$ cat config.mk
export PLATFORM = sky130hd
export DESIGN_NAME = stream_vector_source
export DESIGN_NICKNAME = d
export VERILOG_FILES = /design/src/rtl/stream_vector_source.sv
export SDC_FILE = /design/constraint.sdc
export NUM_CORES = 1
export LEC_CHECK = 0
export ABC_AREA = 0
export BUFFER_PORTS_ARGS = -buffer_cell sky130_fd_sc_hd__buf_2
export CORE_AREA = 2 2 94 96
export CTS_BUF_LIST = sky130_fd_sc_hd__clkbuf_8 sky130_fd_sc_hd__clkbuf_16
export DETAILED_ROUTE_END_ITERATION = 6
export DIE_AREA = 0 0 96 98
export HOLD_SLACK_MARGIN = 0.1
export PLACE_DENSITY = 0.75
export SYNTH_ARGS = -nofsm -noshare
export SYNTH_HDL_FRONTEND = slang
export SYNTH_SLANG_ARGS = --single-unit
$ cat constraint.sdc
create_clock -name clk -period 2.3 [get_ports clk]
set_input_delay 0.46 -clock clk [delete_from_list [all_inputs] [get_ports clk]]
set_output_delay 0.46 -clock clk [all_outputs]
set_load 0.01 [all_outputs]
$ cat src/rtl/stream_vector_source.sv
// rtl/stream_vector_source.sv - register-buffered vector replayed as one contiguous stream burst per start
module stream_vector_source #(
    parameter  int BITS   = 8,
    parameter  int LENGTH = 10,
    localparam int AW     = $clog2(LENGTH)
) (
    input  logic            clk,
    input  logic            rst_n,
    input  logic            wr_en,
    input  logic [AW-1:0]   wr_addr,
    input  logic [BITS-1:0] wr_data,
    input  logic            start,
    output logic            busy,
    output logic            done,
    output logic            out_valid,
    output logic [BITS-1:0] a
);

    // The index must be able to hold LENGTH itself, which marks "last element already shown".
    localparam int            CW   = $clog2(LENGTH + 1);
    localparam logic [CW-1:0] LAST = CW'(LENGTH);

    typedef enum logic [1:0] {S_IDLE, S_STREAM, S_GAP} state_t;

    state_t          r_state, w_state_nxt;
    logic [CW-1:0]   r_index, w_index_nxt;
    logic            r_out_valid, w_out_valid_nxt;
    logic            r_busy, w_busy_nxt;
    logic            r_done, w_done_nxt;
    logic [BITS-1:0] r_a, w_a_nxt;
    logic [BITS-1:0] r_buf [LENGTH];

    logic            w_wr_ok;
    logic [BITS-1:0] w_rd_data;

    // An accepted start owns the edge, so a coincident write is dropped.
    assign w_wr_ok   = wr_en && (r_state == S_IDLE) && !start
                     && ({1'b0, wr_addr} < (AW + 1)'(LENGTH));
    assign w_rd_data = (r_index < LAST) ? r_buf[r_index[AW-1:0]] : '0;

    // Element buffer: written only while idle, cleared by reset.
    always_ff @(posedge clk or negedge rst_n) begin
        if (!rst_n) begin
            for (int i = 0; i < LENGTH; i++) begin
                r_buf[i] <= '0;
            end
        end else if (w_wr_ok) begin
            r_buf[wr_addr] <= wr_data;
        end
    end

    // Next state and next registered outputs; every output idles low and zero.
    always_comb begin
        w_state_nxt     = r_state;
        w_index_nxt     = r_index;
        w_out_valid_nxt = 1'b0;
        w_a_nxt         = '0;
        w_busy_nxt      = 1'b0;
        w_done_nxt      = 1'b0;
        case (r_state)
            S_IDLE: begin
                if (start) begin
                    w_state_nxt     = S_STREAM;
                    w_index_nxt     = CW'(1);
                    w_out_valid_nxt = 1'b1;
                    w_a_nxt         = r_buf[0];
                    w_busy_nxt      = 1'b1;
                end
            end
            S_STREAM: begin
                w_busy_nxt = 1'b1;
                if (r_index == LAST) begin
                    w_state_nxt = S_GAP;
                    w_index_nxt = '0;
                    w_done_nxt  = 1'b1;
                end else begin
                    w_out_valid_nxt = 1'b1;
                    w_a_nxt         = w_rd_data;
                    w_index_nxt     = r_index + CW'(1);
                end
            end
            S_GAP: begin
                w_state_nxt = S_IDLE;
            end
            default: begin
                w_state_nxt = S_IDLE;
                w_index_nxt = '0;
            end
        endcase
    end

    // State and output registers; reset aborts any burst without a done pulse.
    always_ff @(posedge clk or negedge rst_n) begin
        if (!rst_n) begin
            r_state     <= S_IDLE;
            r_index     <= '0;
            r_out_valid <= 1'b0;
            r_a         <= '0;
            r_busy      <= 1'b0;
            r_done      <= 1'b0;
        end else begin
            r_state     <= w_state_nxt;
            r_index     <= w_index_nxt;
            r_out_valid <= w_out_valid_nxt;
            r_a         <= w_a_nxt;
            r_busy      <= w_busy_nxt;
            r_done      <= w_done_nxt;
        end
    end

    assign out_valid = r_out_valid;
    assign a         = r_a;
    assign busy      = r_busy;
    assign done      = r_done;

endmodule
# ---- Word level (Yosys, flattened, before mapping)
# Cells that the tools add are included.
dict set report classes {
  n_addsub 1
  n_lt_le_gt_ge 5
  n_eq_ne 5
  mux 22
  n_bitwise 3
  reduce_logical 8
}
# op n
set ops {}
lappend ops {{bitwise mux 80 bit} 1}
lappend ops {{two-way mux 8 bit} 6}
lappend ops {{binary-select mux 8 bit (select 4 bit)} 1}
lappend ops {{demux 8 bit (select 4 bit)} 1}
lappend ops {{case mux 8 bit (2 select lines)} 1}
lappend ops {{case mux 4 bit (3 select lines)} 1}
lappend ops {{>= comparator 5 bit, second input constant} 2}
lappend ops {{inverter 4 -> 5 bit} 2}
lappend ops {{less-than comparator 4 bit, second input constant} 2}
lappend ops {{two-way mux 4 bit} 2}
lappend ops {{less-than comparator 5 x 1 -> 1 bit, second input constant} 1}
lappend ops {{adder 4 x 1 -> 4 bit, second input constant} 1}
lappend ops {{equality test 4 bit, second input constant} 1}
lappend ops {{logical AND 1 bit} 4}
lappend ops {{two-way mux 1 bit} 4}
lappend ops {{two-way mux 2 bit} 2}
lappend ops {{!= test 2 bit, second input constant} 2}
lappend ops {{case mux 1 bit (2 select lines)} 2}
lappend ops {{case mux 2 bit (2 select lines)} 1}
lappend ops {{AND reduction 2 bit} 2}
lappend ops {{equality test 2 x 1 -> 1 bit, second input constant} 1}
lappend ops {{equality test 2 bit, second input constant} 1}
lappend ops {{zero test 2 bit} 1}
lappend ops {{zero test 1 bit} 1}
lappend ops {{inverter 1 bit} 1}
dict set report totals {
  reg_bits 97
  out_inout_bits 11
}

# ---- Logic depth before layout (Yosys ltp)
# Gate-level depths: netlist of the first run.
dict set report depth {
  word_depth 7
  depth_mapped 9
  ltp_nobuf 5
}

# ---- Least setup slack after synthesis of the first run
# No wires, ideal clock.
dict set report synth_path {
  path_kind {register -> register}
  startpoint {register r_index[0]}
  endpoint {register r_index[2]}
  setup_ns 0.101
  t_arrival_ns 2.197
  path_slack_ns 0.002
  path_stages_with_launch 9
  path_buffers 3
  cell_sequence {dfrtp_1 -> buf_2 -> clkbuf_1 -> buf_2 -> inv_1 -> ha_1 -> and3b_1 -> or2_2 -> o32ai_1}
}
dict set report synth_between {
  elab_chain_cells 3
}
# element line
set synth_rtl {}
lappend synth_rtl {{start: declaration} 26} ;# logic [CW-1:0] r_index, w_index_nxt;
lappend synth_rtl {{start signal: assignment} 103} ;# r_index <= w_index_nxt;
lappend synth_rtl {{adder 4 x 1 -> 4 bit or equality test 4 bit (tied branches)} {79, 72}}
lappend synth_rtl {{two-way mux 4 bit (*)} 72} ;# if (r_index == LAST) begin
lappend synth_rtl {{case mux 4 bit (3 select lines) (*)} 60} ;# case (r_state)
# Every way passes the cells marked *; elsewhere a longest branch is shown, timed or not.
# A chain may end at the register's enable or synchronous reset.

# ---- Worst setup path in the final report of the first run
dict set report layout_path {
  startpoint {register r_state[0]}
  endpoint {register r_buf[46] in the netlist's numbering}
}
dict set report layout_between {
  elab_chain_cells 4
}
# element line
set layout_rtl {}
lappend layout_rtl {{start: declaration} 25} ;# state_t r_state, w_state_nxt;
lappend layout_rtl {{start signal: assignment} 102} ;# r_state <= w_state_nxt;
lappend layout_rtl {{zero test 2 bit} 37} ;# assign w_wr_ok = wr_en && (r_state == S_IDLE) && !start
lappend layout_rtl {{logical AND 1 bit (2 in series)} 37}
lappend layout_rtl {{logical AND 1 bit} 38} ;# && ({1'b0, wr_addr} < (AW + 1)'(LENGTH));
lappend layout_rtl {{end signal: indexed assignment} 48} ;# r_buf[wr_addr] <= wr_data;
lappend layout_rtl {{end: declaration} 31} ;# logic [BITS-1:0] r_buf [LENGTH];
# Every way passes these cells.

==> results of run 1 <==
power breakdown:
part	switching, mW	internal (mW)	total [mW]	leakage, nW
Combinational	0.811	0.847	1.66	1.06
Clock	0.600	0.569	1.17	0.110
Sequential	0.250	2.06	2.31	1.30
Total	1.66	3.48	5.14	2.48
flip-flops by register name (all words and copies together), names as in the netlist:
signal and count:
r_state 2, done 1, out_valid 1, r_buf 80, a 8, busy 1
r_index 4
kinds of logic after synthesis:
| family | share of synthesized area |
|---|---|
| multiplexers | 0.306 |
| adder cells (fa/ha/maj) | 0.00551 |
| AND/OR/NAND/NOR | 0.0710 |
| buffers and inverters | 0.0284 |
| AO/OA/AOI/OAI | 0.0553 |
| flip-flops | 0.534 |
worst reg2reg max path, delay by kind of cell (launching register included):
kind             cells  cell delay [ns]
DFF                  1             0.41
muxes                1             0.34
and+or+nand+nor      2             1.16
worst max path at each step:
stage                           start                      to  slack, ns  cells past startpoint
6_report       r_state[0]$_DFFE_PN0P_   r_buf[46]$_DFFE_PN0P_       0.27                      3
5_1_grt        r_state[0]$_DFFE_PN0P_   r_buf[71]$_DFFE_PN0P_       0.24                      4
4_1_cts        r_state[0]$_DFFE_PN0P_   r_buf[46]$_DFFE_PN0P_       0.28                      3
3_5_place_dp               wr_addr[2]   r_buf[65]$_DFFE_PN0P_        0.1                      5
3_3_place_gp               wr_addr[2]   r_buf[67]$_DFFE_PN0P_       0.12                      5
2_1_floorplan  r_index[0]$_DFFE_PN0P_  r_index[2]$_DFFE_PN0P_      0.002                      8
routing by layer:
| metal | GRT usage | share of wire | vias up |
|---|---|---|---|
| met3 | 0.0247 | 0.045 | 9 |
| met4 | 0.0813 | 0.013 | 0 |
| met5 | 0 | 0 | - |
| li1 | - | - | 1250 |
| met2 | 0.351 | 0.50 | 64 |
| met1 | 0.316 | 0.45 | 1481 |
metrics by stage:
step                      worst slack (ns)  hold slack, ns  area, sq um
after floorplan                    0.00214           0.164         4540
after global placement               0.122           0.483         4890
after detailed placement            0.0969           0.490         4890
after CTS                            0.275           0.104         5100
after global routing                 0.236           0.127         5100
final                                0.271          0.0985         5100
final cells by class:
cell class / instances / area [sq um] / area share
sequential: 97 / 2430 / 0.476
clock inverter: 5 / 61.3 / 0.0120
multi-input combinational: 193 / 1990 / 0.390
timing repair buffer: 47 / 328 / 0.0643
inverter: 2 / 7.51 / 0.00147
clock buffer: 11 / 151 / 0.0297
tap: 108 / 135 / 0.0265
cells in the final DEF (no fill, tap or decap), drive strengths merged, types with 2 or more instances in the layout:
| master | synthesis | layout |
|---|---|---|
| o22ai | 9 | 9 |
| or4 | 2 | 2 |
| clkbuf | 7 | 11 |
| o32ai | 2 | 2 |
| nor4 | 2 | 2 |
| buf | 16 | 47 |
| mux2 | 104 | 104 |
| nor2b | 4 | 4 |
| ha | 2 | 2 |
| nor2 | 6 | 6 |
| o21ai | 16 | 16 |
| inv | 2 | 3 |
| nor3b | 2 | 2 |
| clkinv | 0 | 3 |
| nand2b | 6 | 6 |
| mux4 | 8 | 8 |
| nand2 | 4 | 4 |
| or2 | 2 | 2 |
| nor4b | 2 | 2 |
| nor3 | 3 | 3 |
| a32oi | 8 | 8 |
| dfrtp | 97 | 97 |
==> summary by stage, run 1 <==
Run status
The flow ran to the end, and the final reports show no timing, DRC or antenna violations.

Timing
The post-route clock skew is 0.0169 ns. Setup violations remaining at the end of the flow were counted as 0. The final-report hold violation count is 0. The final critical-path required period is 2.03 ns. In this run the tightest slew margin relative to its limit is 0.604.

Static timing analysis puts the maximum clock frequency at 493 MHz. The total count of max-transition violations in the final report is 0. The transition time of the tightest slew-check pin is 0.594 ns. Setup total negative slack on the finished layout was measured at 0 ns.

The final worst-path cycle share is 0.882. Setup repair after global routing left no endpoint under its margin.

Synthesis
Summing every instance area after synthesis gives 0.00454 sq mm. The synthesized flop and latch total is just under 100. The commonest cells after synthesis are dfrtp_1 (97), mux2_2 (94), o21ai_0 (16), mux2_4 (10).

Yosys mapped the design onto 38 distinct sky130hd cell types. Averaged over all synthesized cells, the footprint is approximately 14 sq um. By area the synthesized netlist is led by dfrtp_1 (53%), mux2_2 (23%), mux4_2 (4.0%). The share of the yosys chip area belonging to registers is 0.534. Synthesis produced 315 cells. In this run, synthesis inferred 0 flip-flops with an integrated enable. The share of the synthesized area in the top cell type is 0.534. The async set-reset flop share out of synthesis is 1.00. When the netlist entered floorplanning its net count stood at 333.

The synthesized design spends more area on one cell type than any other, namely dfrtp_1. In the synthesized netlist the dominant register cell turns out to be dfrtp_1. The Yosys warning count is 0. Yosys instantiated no cell more often than dfrtp_1.

Die
The floorplan has 34 rows. The die covers 0.00941 sq mm. The height of the die is 98 um. 27 I/O pins were placed. The die span in x is 96 um.

The area of the placeable core is roughly 0.0085 sq mm. The initial utilization of the core area, before any placement, comes to 0.537.

Critical path
The critical path start-end classification is reg -> reg. The signal on the critical path passes through or3_1 > or4_4 > mux2_4. On the critical path, the stage with the largest delay is an instance of or4_4.

Of all nets on the critical path, the largest fanout is 8. In this run the critical register-to-register path is launched from r_state[0]$_DFFE_PN0P_. The number of cells on the worst reg-to-reg path is 3. The arrival time reported for the critical path endpoint is 2.27 ns. In this design, the largest share of critical-path delay is due to simple AND/OR/NAND/NOR gates.

STA classifies the critical path startpoint as a flop. The buffers plus inverters on the worst setup path is 0. In this run the critical register-to-register path is captured at r_buf[46]$_DFFE_PN0P_. The peak per-stage delay on the critical path is approximately 0.65 ns. For flop-to-flop paths, the worst setup slack is 0.27 ns. STA classifies the critical path endpoint as a flop. At the worst endpoint, the required time is 2.54 ns.

CTS
Post-CTS repair changed the size of 0 cells. Clock-pin slew was measured on the worst setup and hold paths at 0.10 ns. The post-CTS repair timing setup buffer count is 0. The number of buffers created by CTS is 9. The tree is rooted in a clkbuf_8. TritonCTS built the clock tree. The TritonCTS sink count is between 90 and 100. The maximum root-to-sink buffer count is 2. After clock tree synthesis, the flow added hold-fix buffers numbering 0. The count of H-tree levels built during CTS is 3. At the later pin of the worst-skew pair, clock insertion delay measures 0.36 ns.

Drt
In the routed design, unresolved DRC markers number 0. The detailed-router iteration count before antenna repair is 4. The mean number of vias per cell is 6.06. The average detailed-routed wire length per instance is roughly 21 um. The starting DRC count in detailed routing is 128.

The routed via count is roughly 2800. The remaining antenna violation count after routing is 0. The total wire length is 9.62 mm.

Place
The final RePlAce weighted congestion is 0.824. The HPWL after detailed placement is 6.39 mm. The count of input and output buffers is 26. In this run, placement finished with an instance count of 447.

Power and ir drop
The leakage power summed over all cells is 2.48 nW. The worst vdd rail ir drop is roughly 0.38 mV. The post-layout total power is ~5 mW. The power density over cell area is 1010 mW/mm^2.

GRT
The number of antenna violations at the first check in global routing is 0. The number of global-route vias before repair is between 2000 and 3000. The remaining global-route overflow is 0.

Entering global routing, the biggest net connects 44 pins. The first global-routing pass estimated 15.6 mm of wire. The global router's overall resource usage is 0.222.

Final layout
Of the cells placed in the final design, the portion with a size suffix greater than 1 is 0.521. After the last flow step, the layout net total stands at 368. At the end of the flow the core is filled with cells to 0.602. From synthesis to final layout, the design area changed by 12.2%. The non-filler instance count after layout is 463.

The count of fill cells added during filler insertion is 677. The number of antenna repair diodes is 0.

Hold path
The min-delay analysis places its worst path in the category in -> async.

Run
The number of max-capacitance violations reported is 0.
Note: power is estimated with default switching activity, not from simulation.
==> inputs of run 2 (changes only) <==
--- a/config.mk
+++ b/config.mk
@@ -11,6 +11,7 @@
 export CTS_BUF_LIST = sky130_fd_sc_hd__clkbuf_8 sky130_fd_sc_hd__clkbuf_16
 export DETAILED_ROUTE_END_ITERATION = 6
 export DIE_AREA = 0 0 96 98
+export GPL_TIMING_DRIVEN = 0
 export HOLD_SLACK_MARGIN = 0.1
 export PLACE_DENSITY = 0.75
 export SYNTH_ARGS = -nofsm -noshare
==> run 2 against run 1 <==
  * Global-route usage shrank 1.3 points
  * Cell count shrank 1.3%
  * Clock skew grew 0.0085 ns
  * Maximum frequency shrank 8.3%
  * Critical endpoint is now r_buf[5]$_DFFE_PN0P_
  * Combinational power shrank 4%
==> summary by stage, run 2 (same netlist as run 1, synthesis figures left out) <==
Timing
The final-report hold violation count is 0 (unchanged). The total count of max-transition violations in the final report came to 0 (unchanged). Unrepaired setup endpoints after global routing: false (unchanged). The final critical-path required period was 2.21 ns (was 2.03 ns). The top achievable clock speed is 452 MHz (was 493 MHz).

The transition time of the tightest slew-check pin is 1.41 ns (was 0.594 ns). The worst slew margin relative to its limit is 0.0603 (was 0.604). The final worst-path cycle share is 0.962 (was 0.882). The final number of setup-violating endpoints came to 0 (unchanged). The post-route clock skew is 0.0254 ns (was 0.0169 ns).

The setup total negative slack is 0 ns (unchanged). The final worst slack was 0.0879 ns (was 0.271 ns). The worst hold slack after final layout is 0.119 ns (was 0.0985 ns).

Critical path
The kind of launch point of the worst setup path is a flop (unchanged). The category of cells accounting for the largest share of critical-path delay is simple AND/OR/NAND/NOR gates (unchanged). The arrival time reported for the critical path endpoint came to 2.45 ns (was 2.27 ns). The critical path start-end classification was reg -> reg (unchanged). The required time at the worst-slack endpoint came to 2.53 ns (was 2.54 ns). The buffers plus inverters on the worst setup path is 2 (was 0).

The most numerous cell type found on the critical path is buf_6. Worst path cell trace: buf_6 > or4_4 > buf_6 > nor3_4 > mux2_2 (was or3_1 > or4_4 > mux2_4). The standard cell with the maximum stage delay on the critical path was nor3_4 (was or4_4).

The peak per-stage delay on the critical path is 0.50 ns (was 0.65 ns). The highest net fanout along the worst path is 9 (was 8). The sort of element at the end of the critical path is a flop (unchanged).

Place
The HPWL after detailed placement is 6.36 mm (was 6.39 mm). The final RePlAce weighted congestion is 0.854 (was 0.824). The worst setup slack after placement is -0.734 ns (was 0.0969 ns). The count of input and output buffers was 16 (was 26). The post-detailed-placement cell area came to 0.00479 sq mm (was 0.00489 sq mm). The count of placed standard cells including taps is 440 (was 447).

CTS
The clock insertion delay at the later pin of the skew report is 0.37 ns (was 0.36 ns). The TritonCTS sink count is 97 (unchanged). The TritonCTS clock tree is done (unchanged). The number of buffers created by CTS was 9 (unchanged).

The root buffer cell is clkbuf_8 (unchanged). The count of H-tree levels built during CTS is 3 (unchanged). The post-cts hold buffer count is 0 (unchanged). The maximum root-to-sink buffer count was 2 (unchanged). The clock-pin transition on the worst setup and hold timing paths was 0.11 ns (was 0.10 ns).

Drt
The final routed DRC violation total came to 0 (unchanged). The total wire length is 9.13 mm (was 9.62 mm). The average detailed-routed wire length per instance is 20.0 um (was 20.8 um). The mean number of vias per cell is 5.94 (was 6.06). The remaining antenna violation count after routing is 0 (unchanged). The starting DRC count in detailed routing came to 93 (was 128). The routed via count is 2714 (was 2804).

The detailed-router iteration count before antenna repair is 4 (unchanged).

Final layout
The utilization after layout was 0.595 (was 0.602). The area growth from synthesis to layout is 10.8% (was 12.2%). The number of flip-flops under the largest register name came to 80 (unchanged). The ratio of cells with drive above 1 in the final layout is 0.476 (was 0.521).

The non-filler instance count after layout is 457 (was 463). The post-route standard cell area excluding fillers is 0.00504 sq mm (was 0.00510 sq mm). The register with the most flip-flops was r_buf (unchanged). Most frequent cells in the layout: dfrtp_1 (97), mux2_2 (94), buf_2 (17), o21ai_0 (16), mux2_4 (10) (was dfrtp_1 (97), mux2_2 (94), buf_2 (25), buf_4 (19), o21ai_0 (16)). The most common library cell in the layout ignoring fill and taps is dfrtp_1 (unchanged). The number of antenna repair diodes is 0 (unchanged). The net count reported at finish was 362 (was 368).

Hold path
The worst min-delay path category was in -> async (unchanged).

Die
The starting density of the core came to 0.537 (unchanged). The area of the placeable core is 0.00847 sq mm (unchanged). The total die area came to 0.00941 sq mm (unchanged). The row count is 34 (unchanged).

The number of ports placed on the die boundary was 27 (unchanged). The die span in x is 96 um (unchanged). The height of the die is 98 um (unchanged).

GRT
The global-route wire length before repair is 14.9 mm (was 15.6 mm). The pin count of the biggest net entering global routing came to 50 (was 44). The number of antenna violations at the first check in global routing came to 0 (unchanged).

The global router's overall resource usage is 0.209 (was 0.222). The remaining global-route overflow is 0 (unchanged). The number of global-route vias before repair is 2775 (was 2934).

Run status
Status: completed (unchanged).

Power and ir drop
The worst vdd rail ir drop came to 0.430 mV (was 0.376 mV). The power density over cell area came to 986 mW/mm^2 (was 1010 mW/mm^2). The post-layout total power is 4.96 mW (was 5.14 mW). The leakage power summed over all cells came to 2.42 nW (was 2.48 nW).

Run
The number of max-capacitance violations reported is 0 (unchanged).
==> run 2: power breakdown <==
part | switching (mW) | internal (mW) | total (mW)
combinational | 0.831 | 0.771 | 1.60
clock | 0.602 | 0.504 | 1.11
sequential | 0.197 | 2.06 | 2.26
==> run 2: layout make-up <==
class                      instances  area (sq um)
sequential                        97          2430
timing repair buffer              20           145
clock inverter                     7          71.3
buffer                            21           116
tap                              108           135
fill                             674          3430
inverter                           2          7.51
multi-input combinational        193          2010
clock buffer                       9           124
==> run 2: worst paths after layout <==
check	startpoint	to	slack (ns)	cells after the start
max in group asynchronous	rst_n	a[0]$_DFF_PN0_	1.53	2
worst min register to register	r_buf[57]$_DFFE_PN0P_	r_buf[57]$_DFFE_PN0P_	0.51	1
worst max register to register	r_state[1]$_DFFE_PN0P_	r_buf[5]$_DFFE_PN0P_	0.09	5
min in group clk	start	busy$_DFF_PN0_	0.37	3
worst min-delay path	rst_n	r_buf[56]$_DFFE_PN0P_	0.12	1
worst max-delay path	r_state[1]$_DFFE_PN0P_	r_buf[5]$_DFFE_PN0P_	0.09	5
==> run 2: worst register-to-register path: stages (launching register included) <==
cell and delay (ns):
dfrtp_1 0.40, buf_6 0.14, or4_4 0.48, buf_6 0.15
nor3_4 0.50, mux2_2 0.41
==> run 2: repair_timing <==
action / in CTS / in global routing
buffers inserted: 2 / 1
endpoints found under the setup margin: 31 / 38
gates resized for setup: 3 / 3
pin swaps: 2 / 2
==> run 2: per-layer routing <==
metal | part of all wire | track usage | routed length, um
met1 | 0.48 | 0.312 | 4400
met3 | 0.020 | 0.0255 | 183
met2 | 0.48 | 0.319 | 4400
met4 | 0.016 | 0.0692 | 144
met5 | 0 | 0 | 0
